## src/rtl/ofmap_post_proc_pkg.sv

```systemverilog
// Shared accelerator defines for the output-feature-map post-processor:
// sizing constants, widths, FSM encoding, request structs and the requantiser.
package ofmap_post_proc_pkg;

  localparam int TILE_MAX_DEF   = 64;
  localparam int FIFO_DEPTH_DEF = 4;
  localparam int PSUM3_W        = 32;
  localparam int PSUM1_W        = 24;
  localparam int ID_W           = 8;
  localparam int OUT_W          = 8;

  typedef enum logic [1:0] {
    ST_IDLE  = 2'd0,
    ST_RUN   = 2'd1,
    ST_DRAIN = 2'd2
  } state_e;

  typedef struct packed {
    logic [6:0]  tile_len;
    logic [5:0]  pass_num;
    logic [31:0] bias;
    logic [4:0]  shift;
    logic        identity_en;
  } cfg_t;

  typedef struct packed {
    logic [PSUM3_W-1:0] p3;
    logic [PSUM1_W-1:0] p1;
    logic [ID_W-1:0]    id;
  } beat_t;

  // Bias, round-half-up right shift in 33 bits so the rounding add cannot wrap,
  // then clamp to the non-negative int8 range.
  function automatic logic [OUT_W-1:0] requant(input logic [31:0] acc,
                                               input logic [31:0] bias,
                                               input logic [4:0]  shift);
    logic [31:0]        t;
    logic signed [32:0] t33;
    logic signed [32:0] rnd;
    logic signed [32:0] r;
    t   = acc + bias;
    t33 = signed'({t[31], t});
    rnd = (shift == 5'd0) ? 33'sd0 : (33'sd1 <<< (shift - 5'd1));
    r   = (t33 + rnd) >>> shift;
    if (r < 33'sd0)        return 8'd0;
    else if (r > 33'sd127) return 8'd127;
    else                   return r[7:0];
  endfunction

endpackage

```

## src/rtl/ofmap_post_proc_fifo.sv

```systemverilog
// Synchronous output FIFO with occupancy count; read data is forced to zero
// while empty so the output bus is clean out of reset.
module ofmap_fifo #(
  parameter int W     = 8,
  parameter int DEPTH = 4
) (
  input  logic                       clk,
  input  logic                       rst_n,
  input  logic                       push,
  input  logic [W-1:0]               wdata,
  input  logic                       pop,
  output logic [W-1:0]               rdata,
  output logic [$clog2(DEPTH+1)-1:0] cnt,
  output logic                       empty
);

  localparam int AW = (DEPTH > 1) ? $clog2(DEPTH) : 1;
  localparam int CW = $clog2(DEPTH+1);

  logic [W-1:0]  mem [DEPTH];
  logic [AW-1:0] wr_ptr, rd_ptr;
  logic          full, do_push, do_pop;

  assign empty   = (cnt == '0);
  assign full    = (cnt == CW'(DEPTH));
  assign do_pop  = pop && !empty;
  assign do_push = push && (!full || do_pop);
  assign rdata   = empty ? '0 : mem[rd_ptr];

  function automatic logic [AW-1:0] ptr_inc(input logic [AW-1:0] p);
    return (p == AW'(DEPTH-1)) ? '0 : p + AW'(1);
  endfunction

  always_ff @(posedge clk or negedge rst_n) begin
    if (!rst_n) begin
      wr_ptr <= '0;
      rd_ptr <= '0;
      cnt    <= '0;
    end else begin
      if (do_push) wr_ptr <= ptr_inc(wr_ptr);
      if (do_pop)  rd_ptr <= ptr_inc(rd_ptr);
      cnt <= cnt + CW'(do_push) - CW'(do_pop);
    end
  end

  always_ff @(posedge clk) begin
    if (do_push) mem[wr_ptr] <= wdata;
  end

endmodule

```

## src/rtl/ofmap_post_proc.sv

```systemverilog
// Output-feature-map post-processor: multi-pass psum accumulation over a tile,
// bias + shift requantisation to int8, and an output FIFO with ready/valid.
module ofmap_post_proc
  import ofmap_post_proc_pkg::*;
#(
  parameter int TILE_MAX   = TILE_MAX_DEF,
  parameter int FIFO_DEPTH = FIFO_DEPTH_DEF
) (
  input  logic               clk,
  input  logic               rst_n,
  input  logic               start,
  input  logic [6:0]         cfg_tile_len,
  input  logic [5:0]         cfg_pass_num,
  input  logic [31:0]        cfg_bias,
  input  logic [4:0]         cfg_shift,
  input  logic               cfg_identity_en,
  input  logic               psum_valid,
  input  logic [PSUM3_W-1:0] psum_3x3,
  input  logic [PSUM1_W-1:0] psum_1x1,
  input  logic [ID_W-1:0]    identity,
  output logic               in_ready,
  output logic               out_valid,
  output logic [OUT_W-1:0]   out_data,
  input  logic               out_ready,
  output logic               busy,
  output logic               done,
  output logic               err
);

  localparam int AW = (TILE_MAX > 1) ? $clog2(TILE_MAX) : 1;
  localparam int CW = $clog2(FIFO_DEPTH+1);

  state_e        state, state_nx;
  cfg_t          cfg;
  beat_t         beat;
  logic [6:0]    pix_cnt;
  logic [5:0]    pass_cnt;
  logic [AW-1:0] pix_idx;
  logic [31:0]   acc_buf [TILE_MAX];

  logic          start_ok, accept, drop;
  logic          first_pass, last_pass, last_pix;
  logic [31:0]   sum, acc;
  logic          s1_valid;
  logic [31:0]   s1_acc;
  logic [OUT_W-1:0] s2_data;
  logic [CW-1:0] fifo_cnt;
  logic [CW:0]   occ;
  logic          fifo_empty;

  assign beat       = '{p3: psum_3x3, p1: psum_1x1, id: identity};
  assign start_ok   = start && (state == ST_IDLE);
  assign accept     = psum_valid && in_ready;
  assign drop       = psum_valid && !in_ready;
  assign first_pass = (pass_cnt == 6'd0);
  assign last_pass  = (pass_cnt == cfg.pass_num - 6'd1);
  assign last_pix   = (pix_cnt == cfg.tile_len - 7'd1);
  assign pix_idx    = pix_cnt[AW-1:0];

  // Identity joins only on the final pass so it is added exactly once per pixel.
  assign sum = beat.p3 + {{(32-PSUM1_W){beat.p1[PSUM1_W-1]}}, beat.p1}
             + ((cfg.identity_en && last_pass) ? {{(32-ID_W){beat.id[ID_W-1]}}, beat.id} : 32'd0);
  assign acc = first_pass ? sum : acc_buf[pix_idx] + sum;

  // S2 is combinational into the FIFO, so only S1 and the FIFO hold results
  // and the occupancy check below reserves a FIFO slot for each of them.
  assign occ      = {1'b0, fifo_cnt} + (CW+1)'(s1_valid);
  assign in_ready = (state == ST_RUN) && (occ < (CW+1)'(FIFO_DEPTH));
  assign busy     = (state != ST_IDLE);
  assign s2_data  = requant(s1_acc, cfg.bias, cfg.shift);

  always_ff @(posedge clk or negedge rst_n) begin
    if (!rst_n) begin
      cfg      <= '0;
      pix_cnt  <= '0;
      pass_cnt <= '0;
      err      <= 1'b0;
    end else begin
      if (start_ok) begin
        cfg      <= '{tile_len: cfg_tile_len, pass_num: cfg_pass_num, bias: cfg_bias,
                      shift: cfg_shift, identity_en: cfg_identity_en};
        pix_cnt  <= '0;
        pass_cnt <= '0;
      end else if (accept) begin
        if (last_pix) begin
          pix_cnt  <= '0;
          pass_cnt <= pass_cnt + 6'd1;
        end else begin
          pix_cnt  <= pix_cnt + 7'd1;
        end
      end
      if (start_ok)  err <= 1'b0;
      else if (drop) err <= 1'b1;
    end
  end

  always_ff @(posedge clk or negedge rst_n) begin
    if (!rst_n) begin
      s1_valid <= 1'b0;
      s1_acc   <= '0;
    end else begin
      s1_valid <= accept && last_pass;
      if (accept && last_pass) s1_acc <= acc;
    end
  end

  // Left unreset: pass 0 always overwrites before any read.
  always_ff @(posedge clk) begin
    if (accept && !last_pass) acc_buf[pix_idx] <= acc;
  end

  ofmap_fifo #(.W(OUT_W), .DEPTH(FIFO_DEPTH)) u_fifo (
    .clk   (clk),
    .rst_n (rst_n),
    .push  (s1_valid),
    .wdata (s2_data),
    .pop   (out_valid && out_ready),
    .rdata (out_data),
    .cnt   (fifo_cnt),
    .empty (fifo_empty)
  );

  assign out_valid = !fifo_empty;

  always_ff @(posedge clk or negedge rst_n) begin
    if (!rst_n) state <= ST_IDLE;
    else        state <= state_nx;
  end

  always_comb begin
    state_nx = state;
    done     = 1'b0;
    case (state)
      ST_IDLE:  if (start) state_nx = ST_RUN;
      ST_RUN:   if (accept && last_pass && last_pix) state_nx = ST_DRAIN;
      ST_DRAIN: if (!s1_valid && fifo_empty) begin
                  done     = 1'b1;
                  state_nx = ST_IDLE;
                end
      default:  state_nx = ST_IDLE;
    endcase
  end

endmodule

```

## config.mk

```make
export PLATFORM = sky130hd
export DESIGN_NAME = ofmap_post_proc
export DESIGN_NICKNAME = d
export VERILOG_FILES = /design/src/rtl/ofmap_post_proc_pkg.sv /design/src/rtl/ofmap_post_proc_fifo.sv /design/src/rtl/ofmap_post_proc.sv
export SDC_FILE = /design/constraint.sdc
export NUM_CORES = 2
export LEC_CHECK = 0
export BUFFER_PORTS_ARGS = -buffer_cell sky130_fd_sc_hd__buf_2
export CORE_MARGIN = 8
export CORE_UTILIZATION = 30
export DETAILED_ROUTE_END_ITERATION = 12
export PLACE_DENSITY = 0.5
export SLEW_MARGIN = 10
export SYNTH_ARGS = -nofsm -noshare
export SYNTH_HDL_FRONTEND = slang
export SYNTH_SLANG_ARGS = --single-unit
export TNS_END_PERCENT = 5
```

## constraint.sdc

```tcl
create_clock -name clk -period 15.4 [get_ports clk]
set_input_delay 2.31 -clock clk [delete_from_list [all_inputs] [get_ports clk]]
set_output_delay 2.31 -clock clk [all_outputs]
set_load 0.005 [all_outputs]
```

==> impl_metrics.json <==
{
  "syn-mean-instance-area_um2": 15.3,
  "ioPinCount": 133,
  "rsz0062_at_grt": "false",
  "crit_arrival_ns": 9.69,
  "path_delay_family": "compound AO/OA/AOI/OAI gates",
  "fin_ws_ns": 6.52,
  "grt_overflow": 0,
  "ant_nets": 0,
  "syn_area_um2": 87700,
  "synth_edf_count": 2080,
  "report.final.slew_viol_count": 0,
  "cts_resized": 0,
  "power_density_nw_per_um2": 236,
  "tightest_slew_ns": 1.21,
  "wl_per_cell_um": 28.3,
  "cp_slowest_stage_delay_ns": 0.96,
  "synth_seq_area_share_pct": 74.2,
  "drv_cap": 0,
  "dr.first_iter.drc_count": 5445,
  "area_delta_synth_final_pct": 16.0,
  "clk_pin_slew_worst_paths_ns": 0.06,
  "htreeDepth": 4,
  "dpl.hpwl_um": 156000,
  "cp-start-kind": "register",
  "cp-end-kind": "register",
  "crit_fanout": 65,
  "crit_top_cell": "buf_4",
  "place_congestion": 0.842,
  "yosysTopAreaCell": "edfxtp_1",
  "yosys-top-cells-area": "edfxtp_1, o22ai_1, dfrtp_1",
  "fp.coreArea_um2": 291000,
  "setup_viol": 0,
  "cp_cell_sequence": "or3_4 -> buf_4 -> buf_4 -> o22ai_1 -> nor4_1 -> o22ai_1 -> nor4_2 -> ha_1 -> o21a_1 -> o21a_1 -> a31oi_1 -> o21ai_0 -> a41o_1 -> a41oi_1 -> a211oi_1 -> a41o_1 -> o41ai_1 -> mux2i_1 -> xnor2_2 -> buf_4 -> mux2_2",
  "outcome": "finished, final reports clean",
  "pre_cts_ws_ns": 5.93,
  "synth-seq-cells": 2187,
  "post-route-cell-area_um2": 102000,
  "netSwitchingFraction_pct": 39.0,
  "via_per_inst": 5.56,
  "power_frac_seq_pct": 37.5,
  "ys.flop_type": "edfxtp_1",
  "ir_drop_v": 0.000212,
  "final_cells": 9999,
  "totalWireLength_um": 283000,
  "placed_cells": 9594,
  "final_nets": 6211,
  "finalCritPeriodShare_pct": 57.6,
  "clk_latency_ns": 0.89,
  "hold_violations": 0,
  "p_clk_share_pct": 22.9,
  "p_leak_nw": 32.8,
  "crit_type": "register to register",
  "worstPathRequired_ns": 16.21,
  "grt_pass1_wl_um": 403000,
  "grt_pass1_vias": 54700,
  "drc": 0,
  "cts-root-buf": "clkbuf_16",
  "internal_power_w": 0.0146,
  "max-slew-margin-rel_pct": 18.7,
  "cts_buffers": 221,
  "syn-instance-count": 5725,
  "grt_max_degree": 101,
  "crit_slowest_cell": "nor4_2",
  "power_w": 0.0240,
  "ys_types": 105,
  "grt_antenna_before_repair": 8,
  "fmax_mhz": 113,
  "hp-class": "register to register",
  "cts_tree": "built",
  "placed_area_um2": 94400,
  "cts_sinks": 2187,
  "portBuffers": 132,
  "postCtsSetupBuffers": 0,
  "skew_ns": 0.103,
  "num_vias": 55600,
  "initial_core_util_pct": 30.1,
  "die_x_um": 557,
  "worst-path-buf-inv": 3,
  "grt_usage_pct": 17.5,
  "rows": 198,
  "async_reset_ff_share_pct": 4.89,
  "min_period_ns": 8.88,
  "first_pass_iters": 6,
  "setup_tns_ns": 0,
  "yosysTopAreaCellShare_pct": 71.2,
  "p_comb_share_pct": 39.6,
  "p_sw_w": 0.00934,
  "cts.hold.buffers_added": 0,
  "layout-drive-gt1-share_pct": 14.3,
  "yosys_warnings": 0,
  "die_h_um": 557,
  "dieArea_um2": 310000,
  "clk_path_buf_depth": 4
}
[state kept, by name (all words and copies together) (netlist names), 3 cells and up]
signal	cells
pix_cnt	7
u_fifo.mem	32
u_fifo.cnt	3
cfg	51
acc_buf	2048
pass_cnt	6
s1_acc	32
[cell type report]
cell class,count,area (µm²)
fill,27700,189000
multi-input combinational,3125,22000
sequential,2187,65100
tap,3900,4880
antenna,6,15.0
clock inverter,122,1380
clock buffer,276,5930
timing repair buffer,318,2180
inverter,65,244
[power groups by stage]
stage | logic [W] | registers, W | clock network [W]
CTS | 0.00944 | 0.00900 | 0.00557
global route | 0.0102 | 0.00902 | 0.00577
detailed placement | 0.00940 | 0.00912 | 0
finish | 0.00950 | 0.00899 | 0.00548
global placement | 0.00924 | 0.00911 | 0
floorplan | 0.00550 | 0.00918 | 0
[cell families (layout without fill, tap and decap cells)]
family	Yosys count	in the layout	share of synthesized area [%]
other	1	11	0.00427
and+or+nand+nor	1072	1072	6.12
DFF	2187	2187	74.2
xor gates and xnor gates	122	122	1.22
adders and majority gates	173	173	2.77
AOI/OAI and AO/OA	1671	1671	12.6
buffers and inverters	417	781	1.80
muxes	82	82	1.21
[metrics by stage]
step / util, % / hold WS [ns]
6_report: 35.0 / 0.494
3_5_place_dp: 32.4 / 0.474
2_1_floorplan: - / 0.452
5_1_grt: 35.0 / 0.516
4_1_cts: 34.9 / 0.500
3_3_place_gp: 32.4 / 0.473
[synthesized netlist by cell type, types with 14 or more instances]
master	n
fa_1	36
mux2i_1	26
a211oi_1	25
and2_1	27
nand2_1	288
ha_1	137
edfxtp_1	2080
clkbuf_1	300
o22ai_1	1001
a21oi_1	141
o211ai_1	16
nor4_1	218
buf_1	47
o22a_1	79
xnor2_1	72
mux4_2	14
o31ai_1	15
o21a_1	19
a31oi_1	25
or3_1	22
o221ai_1	79
nor2_1	212
a21o_1	43
nand2b_1	21
nand4_1	23
nor2b_1	14
mux2_2	41
inv_1	64
o21ai_0	98
and3_1	24
nor3_1	136
xor2_1	50
dfrtp_1	107
o21bai_1	22
nand3_1	34
[routing by layer]
layer  part of all wire (%)  track usage (%)
met1                     43             24.0
met4                    2.4             4.29
met5                  0.011                0
met3                    7.4             2.89
met2                     47             29.1
[cells in the final DEF (no fill, tap or decap), types with 39 or more instances in the layout]
cell	Yosys	routed
mux2_2	41	41
nor3_1	136	135
ha_1	137	137
o221ai_1	79	79
nor2_4	0	64
nand2_1	288	281
inv_1	64	64
clkbuf_1	300	39
o22ai_1	1001	1001
edfxtp_1	2080	2080
dfrtp_1	107	107
nor2_1	212	148
o21ai_0	98	88
a21o_1	43	43
xnor2_1	72	71
buf_2	3	133
nor4_1	218	200
a21oi_1	141	127
buf_4	1	175
clkbuf_16	0	226
o22a_1	79	79
xor2_1	50	50
[final timing paths]
| check | endpoint | cells past startpoint | from | slack (ns) |
|---|---|---|---|---|
| setup / recovery | s1_acc[31] | 21 | pix_cnt[2] | 6.52 |
| hold / removal | cfg[35] | 2 | cfg[35] | 0.49 |
| setup reg to reg | s1_acc[31] | 21 | pix_cnt[2] | 6.52 |
| hold reg to reg | cfg[35] | 2 | cfg[35] | 0.49 |
| max in group asynchronous | s1_acc[0] | 2 | rst_n | 12.39 |
| min in group asynchronous | u_fifo.cnt[2] | 1 | rst_n | 1.60 |
[tightest hold or removal path: stages (launching register included)]
cell,delay (ns)
dfrtp_1,0.36
nand2_1,0.05
nand2_1,0.05
Note: power is estimated with default switching activity, not from simulation.
